**config.mk**
```make
export PLATFORM = sky130hd
export DESIGN_NAME = ysyx_23060208_rd_arbiter
export DESIGN_NICKNAME = d
export VERILOG_FILES = /design/src/rtl/ysyx_23060208_rd_arbiter_pkg.sv /design/src/rtl/ysyx_23060208_rd_arbiter.sv
export SDC_FILE = /design/constraint.sdc
export NUM_CORES = 1
export LEC_CHECK = 0
export CORE_AREA = 4 4 143 145
export CTS_CLUSTER_DIAMETER = 50
export DETAILED_ROUTE_END_ITERATION = 6
export DIE_AREA = 0 0 147 149
export GPL_TIMING_DRIVEN = 1
export SYNTH_ARGS = -nofsm -noshare
export SYNTH_HDL_FRONTEND = slang
export SYNTH_SLANG_ARGS = --single-unit
```
**constraint.sdc**
```tcl
create_clock -name clock -period 1.3 [get_ports clock]
set_input_delay 0.195 -clock clock [delete_from_list [all_inputs] [get_ports clock]]
set_output_delay 0.195 -clock clock [all_outputs]
set_load 0.1 [all_outputs]
```
**src/rtl/ysyx_23060208_rd_arbiter_pkg.sv**
```systemverilog
// Shared encodings for the IFU/LSU read-channel arbiter: FSM states,
// one-hot grant values, owner pointer values and the AXI OKAY response.
package ysyx_23060208_rd_arbiter_pkg;

  typedef enum logic [1:0] {
    ARB_IDLE = 2'd0,
    ARB_AR   = 2'd1,
    ARB_R    = 2'd2
  } arb_state_t;

  localparam logic [1:0] GRANT_NONE = 2'b00;
  localparam logic [1:0] GRANT_IFU  = 2'b01;
  localparam logic [1:0] GRANT_LSU  = 2'b10;

  localparam logic OWNER_IFU = 1'b0;
  localparam logic OWNER_LSU = 1'b1;

  localparam logic [1:0] RESP_OKAY = 2'b00;

  // Round-robin pick: on a tie the master that was not served last wins.
  function automatic logic [1:0] arb_pick(input logic ifu_req,
                                          input logic lsu_req,
                                          input logic last_owner);
    if (ifu_req && lsu_req)
      return (last_owner == OWNER_LSU) ? GRANT_IFU : GRANT_LSU;
    else if (ifu_req)
      return GRANT_IFU;
    else if (lsu_req)
      return GRANT_LSU;
    else
      return GRANT_NONE;
  endfunction

endpackage

```
**src/rtl/ysyx_23060208_rd_arbiter.sv**
```systemverilog
// Two-master read-channel arbiter: IFU and LSU share one memory read port,
// one whole AR+R transaction at a time, round-robin on ties.
//
// state    | meaning
// ARB_IDLE | no owner; pick a winner from the pending arvalids
// ARB_AR   | owner's AR fields routed to mem until mem_arready
// ARB_R    | mem R beats routed to owner until the rlast handshake
module ysyx_23060208_rd_arbiter
  import ysyx_23060208_rd_arbiter_pkg::*;
#(
  parameter int DATA_WIDTH = 32
) (
  input  logic                      clock,
  input  logic                      reset,

  input  logic                      ifu_arvalid,
  input  logic [DATA_WIDTH-1:0]     ifu_araddr,
  input  logic [7:0]                ifu_arlen,
  input  logic [3:0]                ifu_arid,
  input  logic [2:0]                ifu_arsize,
  input  logic [1:0]                ifu_arburst,
  output logic                      ifu_arready,
  input  logic                      ifu_rready,
  output logic                      ifu_rvalid,
  output logic [2*DATA_WIDTH-1:0]   ifu_rdata,
  output logic [1:0]                ifu_rresp,
  output logic                      ifu_rlast,
  output logic [3:0]                ifu_rid,

  input  logic                      lsu_arvalid,
  input  logic [DATA_WIDTH-1:0]     lsu_araddr,
  input  logic [7:0]                lsu_arlen,
  input  logic [3:0]                lsu_arid,
  input  logic [2:0]                lsu_arsize,
  input  logic [1:0]                lsu_arburst,
  output logic                      lsu_arready,
  input  logic                      lsu_rready,
  output logic                      lsu_rvalid,
  output logic [2*DATA_WIDTH-1:0]   lsu_rdata,
  output logic [1:0]                lsu_rresp,
  output logic                      lsu_rlast,
  output logic [3:0]                lsu_rid,

  output logic                      mem_arvalid,
  output logic [DATA_WIDTH-1:0]     mem_araddr,
  output logic [7:0]                mem_arlen,
  output logic [3:0]                mem_arid,
  output logic [2:0]                mem_arsize,
  output logic [1:0]                mem_arburst,
  input  logic                      mem_arready,
  input  logic                      mem_rvalid,
  input  logic [2*DATA_WIDTH-1:0]   mem_rdata,
  input  logic [1:0]                mem_rresp,
  input  logic                      mem_rlast,
  input  logic [3:0]                mem_rid,
  output logic                      mem_rready,

  output logic [1:0]                grant
);

  arb_state_t state, state_nxt;
  logic [1:0] grant_nxt;
  logic       last_owner, last_owner_nxt;
  logic       own_ifu, own_lsu;
  logic       in_ar, in_r;

  assign own_ifu = (grant == GRANT_IFU);
  assign own_lsu = (grant == GRANT_LSU);
  assign in_ar   = (state == ARB_AR);
  assign in_r    = (state == ARB_R);

  always_ff @(posedge clock) begin
    if (!reset) begin
      state      <= ARB_IDLE;
      grant      <= GRANT_NONE;
      last_owner <= OWNER_LSU;
    end else begin
      state      <= state_nxt;
      grant      <= grant_nxt;
      last_owner <= last_owner_nxt;
    end
  end

  always_comb begin
    state_nxt      = state;
    grant_nxt      = grant;
    last_owner_nxt = last_owner;
    case (state)
      ARB_IDLE: begin
        grant_nxt = arb_pick(ifu_arvalid, lsu_arvalid, last_owner);
        if (ifu_arvalid || lsu_arvalid)
          state_nxt = ARB_AR;
      end
      ARB_AR: begin
        if (mem_arvalid && mem_arready)
          state_nxt = ARB_R;
      end
      ARB_R: begin
        // Only the final beat releases the port; earlier beats keep ownership.
        if (mem_rvalid && mem_rready && mem_rlast) begin
          state_nxt      = ARB_IDLE;
          grant_nxt      = GRANT_NONE;
          last_owner_nxt = own_lsu ? OWNER_LSU : OWNER_IFU;
        end
      end
      default: begin
        state_nxt = ARB_IDLE;
        grant_nxt = GRANT_NONE;
      end
    endcase
  end

  always_comb begin
    mem_arvalid = 1'b0;
    mem_araddr  = '0;
    mem_arlen   = '0;
    mem_arid    = '0;
    mem_arsize  = '0;
    mem_arburst = '0;
    if (in_ar) begin
      if (own_lsu) begin
        mem_arvalid = lsu_arvalid;
        mem_araddr  = lsu_araddr;
        mem_arlen   = lsu_arlen;
        mem_arid    = lsu_arid;
        mem_arsize  = lsu_arsize;
        mem_arburst = lsu_arburst;
      end else if (own_ifu) begin
        mem_arvalid = ifu_arvalid;
        mem_araddr  = ifu_araddr;
        mem_arlen   = ifu_arlen;
        mem_arid    = ifu_arid;
        mem_arsize  = ifu_arsize;
        mem_arburst = ifu_arburst;
      end
    end
  end

  assign ifu_arready = in_ar && own_ifu && mem_arready;
  assign lsu_arready = in_ar && own_lsu && mem_arready;

  // R beats are forwarded untouched: no id filtering, faults pass through.
  always_comb begin
    ifu_rvalid = 1'b0;
    ifu_rdata  = '0;
    ifu_rresp  = RESP_OKAY;
    ifu_rlast  = 1'b0;
    ifu_rid    = '0;
    lsu_rvalid = 1'b0;
    lsu_rdata  = '0;
    lsu_rresp  = RESP_OKAY;
    lsu_rlast  = 1'b0;
    lsu_rid    = '0;
    mem_rready = 1'b0;
    if (in_r) begin
      if (own_ifu) begin
        ifu_rvalid = mem_rvalid;
        ifu_rdata  = mem_rdata;
        ifu_rresp  = mem_rresp;
        ifu_rlast  = mem_rlast;
        ifu_rid    = mem_rid;
        mem_rready = ifu_rready;
      end else if (own_lsu) begin
        lsu_rvalid = mem_rvalid;
        lsu_rdata  = mem_rdata;
        lsu_rresp  = mem_rresp;
        lsu_rlast  = mem_rlast;
        lsu_rid    = mem_rid;
        mem_rready = lsu_rready;
      end
    end
  end

endmodule

```
==> results of run 1 <==
-- where the power goes --
part	switching (mW)	total, mW	internal (mW)
logic	1.35	2.69	1.34
clock network	0.122	0.530	0.408
registers	0.00914	0.170	0.161
total	1.48	3.39	1.91
-- cell usage after synthesis --
| cell | number |
|---|---|
| inv_1 | 1 |
| a21boi_0 | 1 |
| mux2i_1 | 2 |
| buf_4 | 2 |
| buf_2 | 20 |
| nand3b_1 | 2 |
| nor3_1 | 1 |
| nand4b_1 | 1 |
| nor2_1 | 51 |
| nand2_1 | 4 |
| o21a_1 | 1 |
| nand2b_1 | 3 |
| nor3b_1 | 1 |
| nor2b_1 | 6 |
| buf_6 | 6 |
| a22oi_1 | 9 |
| a21oi_1 | 2 |
| dfxtp_1 | 5 |
| and2b_4 | 1 |
| nand3_1 | 2 |
| clkbuf_1 | 16 |
| buf_8 | 6 |
| o31a_1 | 1 |
| and3_1 | 146 |
| o22ai_1 | 2 |
| a22oi_2 | 41 |
| o21ai_1 | 1 |
| a211oi_1 | 1 |
| nand4_1 | 1 |
-- routing by layer --
| layer | track usage [%] | wire length [um] | vias to the layer above | part of all wire (%) |
|---|---|---|---|---|
| met4 | 5.41 | 561 | 0 | 2.5 |
| met2 | 34.9 | 12100 | 236 | 54 |
| met5 | 0 | 0 | - | 0 |
| li1 | - | - | 2117 | - |
| met3 | 4.65 | 1480 | 33 | 6.6 |
| met1 | 19.8 | 8110 | 2161 | 37 |
-- logic make-up after synthesis --
logic type	share of synthesized area [%]
simple gates	53.1
compound gates	27.4
buf+inv	14.4
flops	4.29
mux	0.857
-- sequential cells by signal (all words and copies together) (netlist names) --
signal	count
grant	2
last_owner	1
state	2
-- layout make-up --
cell class	instances	area (um^2)	share of cell area, %
timing repair buffer	476	7410	67.1
multi-input combinational	280	3110	28.2
tap	265	332	3.00
sequential	5	110	0.997
clock buffer	4	78.8	0.714
inverter	1	3.75	0.0340
-- layout by cell type, fill, tap and decap left out, types with 2 or more instances in the layout --
cell type	netlist	layout
buf_16	0	10
mux2i_1	2	2
nor2b_1	6	3
nor2_4	0	50
nand3_1	2	2
buf_12	0	223
dfxtp_2	0	2
and3_4	0	146
nand2_1	4	3
nand2b_1	3	2
buf_4	2	23
clkdlybuf4s50_1	0	176
buf_6	6	24
dfxtp_4	0	2
nand3b_1	2	2
a22oi_2	41	50
bufbuf_16	0	3
o22ai_1	2	2
clkbuf_16	0	14
nor2b_4	0	2
buf_8	6	6
-- path summary, 6_finish.rpt --
check	end	slack [ns]	cells after the start	startpoint
worst max-delay path	ifu_rlast	-0.50	6	grant[1]$_SDFFE_PN0P_
worst min-delay path	last_owner$_SDFFE_PN1P_	0.55	2	last_owner$_SDFFE_PN1P_
worst max register to register	last_owner$_SDFFE_PN1P_	-0.20	6	grant[1]$_SDFFE_PN0P_
worst min register to register	last_owner$_SDFFE_PN1P_	0.55	2	last_owner$_SDFFE_PN1P_
-- critical path, cell delays in order (launching register included) --
cell	delay, ns
dfxtp_4	0.34
and2b_4	0.28
buf_6	0.12
buf_12	0.13
clkbuf_16	0.14
and3_4	0.18
buf_12	0.17
-- through the flow --
step | worst slack, ns | cells | utilization (%)
CTS | -0.500 | 1018 | 56.2
global placement | -0.261 | 964 | 50.5
finish | -0.501 | 1031 | 57.5
floorplan | -0.582 | 336 | -
global route | -0.546 | 1031 | 57.5
detailed placement | -0.277 | 964 | 50.5
-- repair_timing --
action / CTS / global route
cloned: 19 / 11
buffers inserted: 31 / 14
gates resized for setup: 60 / 36
setup endpoints to repair: 200 / 203
pin swaps: 19 / 16
==> results.toml, run 1 <==
[floorplanning]
die-height_um = 149
io_pins = 376
die_w_um = 147
placeableCoreArea_mm2 = 0.0192
start_util_pct = 12.2
rows = 51
die_area_mm2 = 0.0219

[cts]
cts_tree = "yes"
clkSinkCount = 5
path_clk_slew_ns = 0.04
clk_latency_ns = 0.24
clockBufferDepth = 2
numCtsBuffers = 3
ctsHoldBuffers = 0
clockRootBuffer = "clkbuf_16"
htreeDepth = 1

[pwr]
vdd_drop_max_v = 0.000274
power_density_mw_per_mm2 = 307
power.leakage_nw = 3.99
finalPower_mw = 3.39

[yosys]
synth-warning-count = 0
ys_seq_area_share_pct = 4.29
ys_seq_elements = 5
syn_area_mm2 = 0.00233
syn_nets = 513
netlist-cell-type-count = 29
synth_area_leaders = "and3_1 (39%), a22oi_2 (22%), nor2_1 (8.2%)"
syn_avg_cell_area_um2 = 6.95
yosys.area.top_type = "and3_1"
synth_top_area_share_pct = 39.1
synthCells = 336

[final_layout]
fillerInstances = 1509
diodes = 0
final_area_mm2 = 0.0110
area_growth_pct = 373
nets = 944
layout-drive-gt1-share_pct = 73.5

[drt]
ant_nets = 0
num_vias = 4547
vias_per_cell = 4.41
drc = 0
drtIter0Drc = 146
wl_per_cell_um = 21.5
wl_um = 22200
dr.pass1.iters = 4

[critical_path]
critical_path_class = "register to primary output"
crit_path_end_kind = "primary output"
required_ns = 1.11
worstSetupStartpointType = "register"
critPathMaxFanout = 5
crit_arrival_ns = 1.61

[place]
place.gp.congestion = 0.838
hpwl_um = 15600
buffer_ports.inserted = 375
post_dp_cell_area_mm2 = 0.00970

[global_routing]
grt_pass1_vias = 4983
grt_pass1_wl_um = 30900
antenna_found_initial = 0
grt_overflow = 0
grtUsageTotal_pct = 18.3
grt_max_degree = 24

[timing]
setup-tns-final_ns = -88.40
rsz0062_at_grt = "yes"
timing.final.crit_share_pct = 139
timing.final.ws_setup_ns = -0.501
fin_crit_ns = 1.80
drv_slew = 0
timing.slew.headroom_pct = 80.3
hold_slack_ns = 0.547
final-hold-violation-count = 0
fmax_mhz = 555
skew_ns = 0.00597
worstMarginPinSlew_ns = 0.295
setup_viol = 200

[run]
drv_cap = 0

[run_status]
violations = "setup timing"
outcome = "finished with violations"

[min_path]
holdCritPathClass = "register to register"
Power figures use the tool's default switching activity.
==> inputs of run 2 (changes only) <==
PLACE_DENSITY_LB_ADDON = 0.15   (was default)
SLEW_MARGIN = 0   (was default)
==> run 2 against run 1 <==
The flow still finishes with violations (setup timing); largest power group unchanged; clock skew decreased by 0.0056 ns; via count decreased by 4.5%; register-to-register slack better by 0.06 ns; critical path depth is 1 lower; first-iteration DRC count down 40%; die area did not move; sequential share of layout area grew 0.059 points.
==> results.toml, run 2 (synthesized netlist as in run 1, its figures left out) <==
[pwr]
p_comb_share_pct = 77.3
p_seq_share_pct = 5.6
swShare_pct = 44.6
switchingPower_mw = 1.36
vdd_drop_max_v = 0.000307
power.internal_mw = 1.69
power_density_mw_per_mm2 = 292
clkPwrFrac_pct = 17.1
power.leakage_nw = 3.73
finalPower_mw = 3.05

[cts]
clockRootBuffer = "clkbuf_16"
clkSinkCount = 5
htreeDepth = 1
ctsHoldBuffers = 0
clockBufferDepth = 2
path_clk_slew_ns = 0.03
clk_latency_ns = 0.23
numCtsBuffers = 3
cts_tree = "yes"

[final_layout]
final_area_mm2 = 0.0104
nets = 913
area_growth_pct = 347
layout_common_cells = "buf_12 (213), clkdlybuf4s50_1 (176), and3_4 (144), nor2_4 (50), a22oi_2 (43)"
stdcell_count = 1001
layout_commonest_cell = "buf_12"
top_regs = "grant x2, state x2, last_owner x1"
layout-drive-gt1-share_pct = 71.0

[drt]
ant_nets = 0
vias_per_cell = 4.34
drtIter0Drc = 87
num_vias = 4342
drc = 0
wl_um = 20000
dr.pass1.iters = 4
wl_per_cell_um = 19.9

[run]
drv_cap = 0

[floorplanning]
die-height_um = 149
die_area_mm2 = 0.0219
die_w_um = 147
rows = 51
start_util_pct = 12.2
placeableCoreArea_mm2 = 0.0192
io_pins = 376

[place]
buffer_ports.inserted = 375
dp.cells = 959
hpwl_um = 15100
post_dp_cell_area_mm2 = 0.00963
dp_slack_ns = -0.256
place.gp.congestion = 0.816

[timing]
timing.final.ws_setup_ns = -0.458
final-hold-violation-count = 0
timing.final.crit_share_pct = 135
drv_slew = 0
setup_viol = 202
timing.slew.headroom_pct = 80.4
fin_crit_ns = 1.76
worstMarginPinSlew_ns = 0.293
fmax_mhz = 569
skew_ns = 0.000418
rsz0062_at_grt = "yes"

[critical_path]
worstSetupStartpointType = "register"
critical_path_class = "register to primary output"
critPathMaxFanout = 19
crit_arrival_ns = 1.56
crit_path_end_kind = "primary output"
required_ns = 1.11

[global_routing]
grt_overflow = 0
grt_pass1_wl_um = 27600
antenna_found_initial = 1
grt_max_degree = 60
grt_pass1_vias = 4584
grtUsageTotal_pct = 15.8

[run_status]
violations = "setup timing"
outcome = "finished with violations"

[min_path]
holdCritPathClass = "register to register"
[run 2: cell count changes in the layout (fill, tap and decap cells not counted), sizes merged]
cell | before | now
clkbuf | 15 | 12
diode | 0 | 1
buf | 286 | 260
bufbuf | 3 | 0
and2b | 1 | 2
[run 2: power by group through the flow]
| stage | Combinational [mW] | Sequential (mW) | Clock, mW |
|---|---|---|---|
| 6_report | 2.36 | 0.171 | 0.522 |
| 5_1_grt | 2.46 | 0.171 | 0.544 |
| 4_1_cts | 2.30 | 0.170 | 0.523 |
| 3_5_place_dp | 2.22 | 0.171 | 0 |
| 3_3_place_gp | 2.20 | 0.170 | 0 |
| 2_1_floorplan | 1.11 | 0.197 | 0 |
[run 2: path summary, 6_finish.rpt]
check | from | to | slack (ns) | cells past startpoint
worst min register to register | last_owner$_SDFFE_PN1P_ | last_owner$_SDFFE_PN1P_ | 0.56 | 2
worst max-delay path | grant[1]$_SDFFE_PN0P_ | ifu_rdata[59] | -0.46 | 5
worst max register to register | grant[1]$_SDFFE_PN0P_ | last_owner$_SDFFE_PN1P_ | -0.14 | 5
worst min-delay path | last_owner$_SDFFE_PN1P_ | last_owner$_SDFFE_PN1P_ | 0.56 | 2
[run 2: metrics by stage]
step	hold slack [ns]	utilization (%)	TNS, ns
final	0.557	54.3	-82.62
after global routing	0.576	54.3	-93.17
after CTS	0.557	52.4	-85.45
after detailed placement	0.548	50.1	-38.81
after global placement	0.515	50.1	-35.55
after floorplan	0.345	-	-80.87
[run 2: timing repair]
| item | CTS | global route |
|---|---|---|
| buffers inserted | 5 | 12 |
| gates cloned | 9 | 12 |
| pin swaps | 45 | 37 |
| setup endpoints to repair | 200 | 202 |
| gates resized for setup | 13 | 23 |
[run 2: metal layers]
metal,global-route usage (%),wire (um)
met1,16.1,6920
met2,31.0,10900
met3,5.44,1800
met4,3.22,376
met5,0,0
[run 2: worst max-delay path: stages, from the launching register on]
cell	delay, ns
dfxtp_4	0.34
and2b_4	0.31
buf_4	0.15
buf_16	0.15
and3_4	0.20
buf_12	0.17
[run 2: cell type report]
cell class | count | area (um^2)
Antenna cell | 1 | 2.50
Clock buffer | 4 | 78.8
Fill cell | 1576 | 8780
Inverter | 1 | 3.75
Multi-Input combinational cell | 281 | 3070
Sequential cell | 5 | 110
Tap cell | 265 | 332
Timing Repair Buffer | 444 | 6830
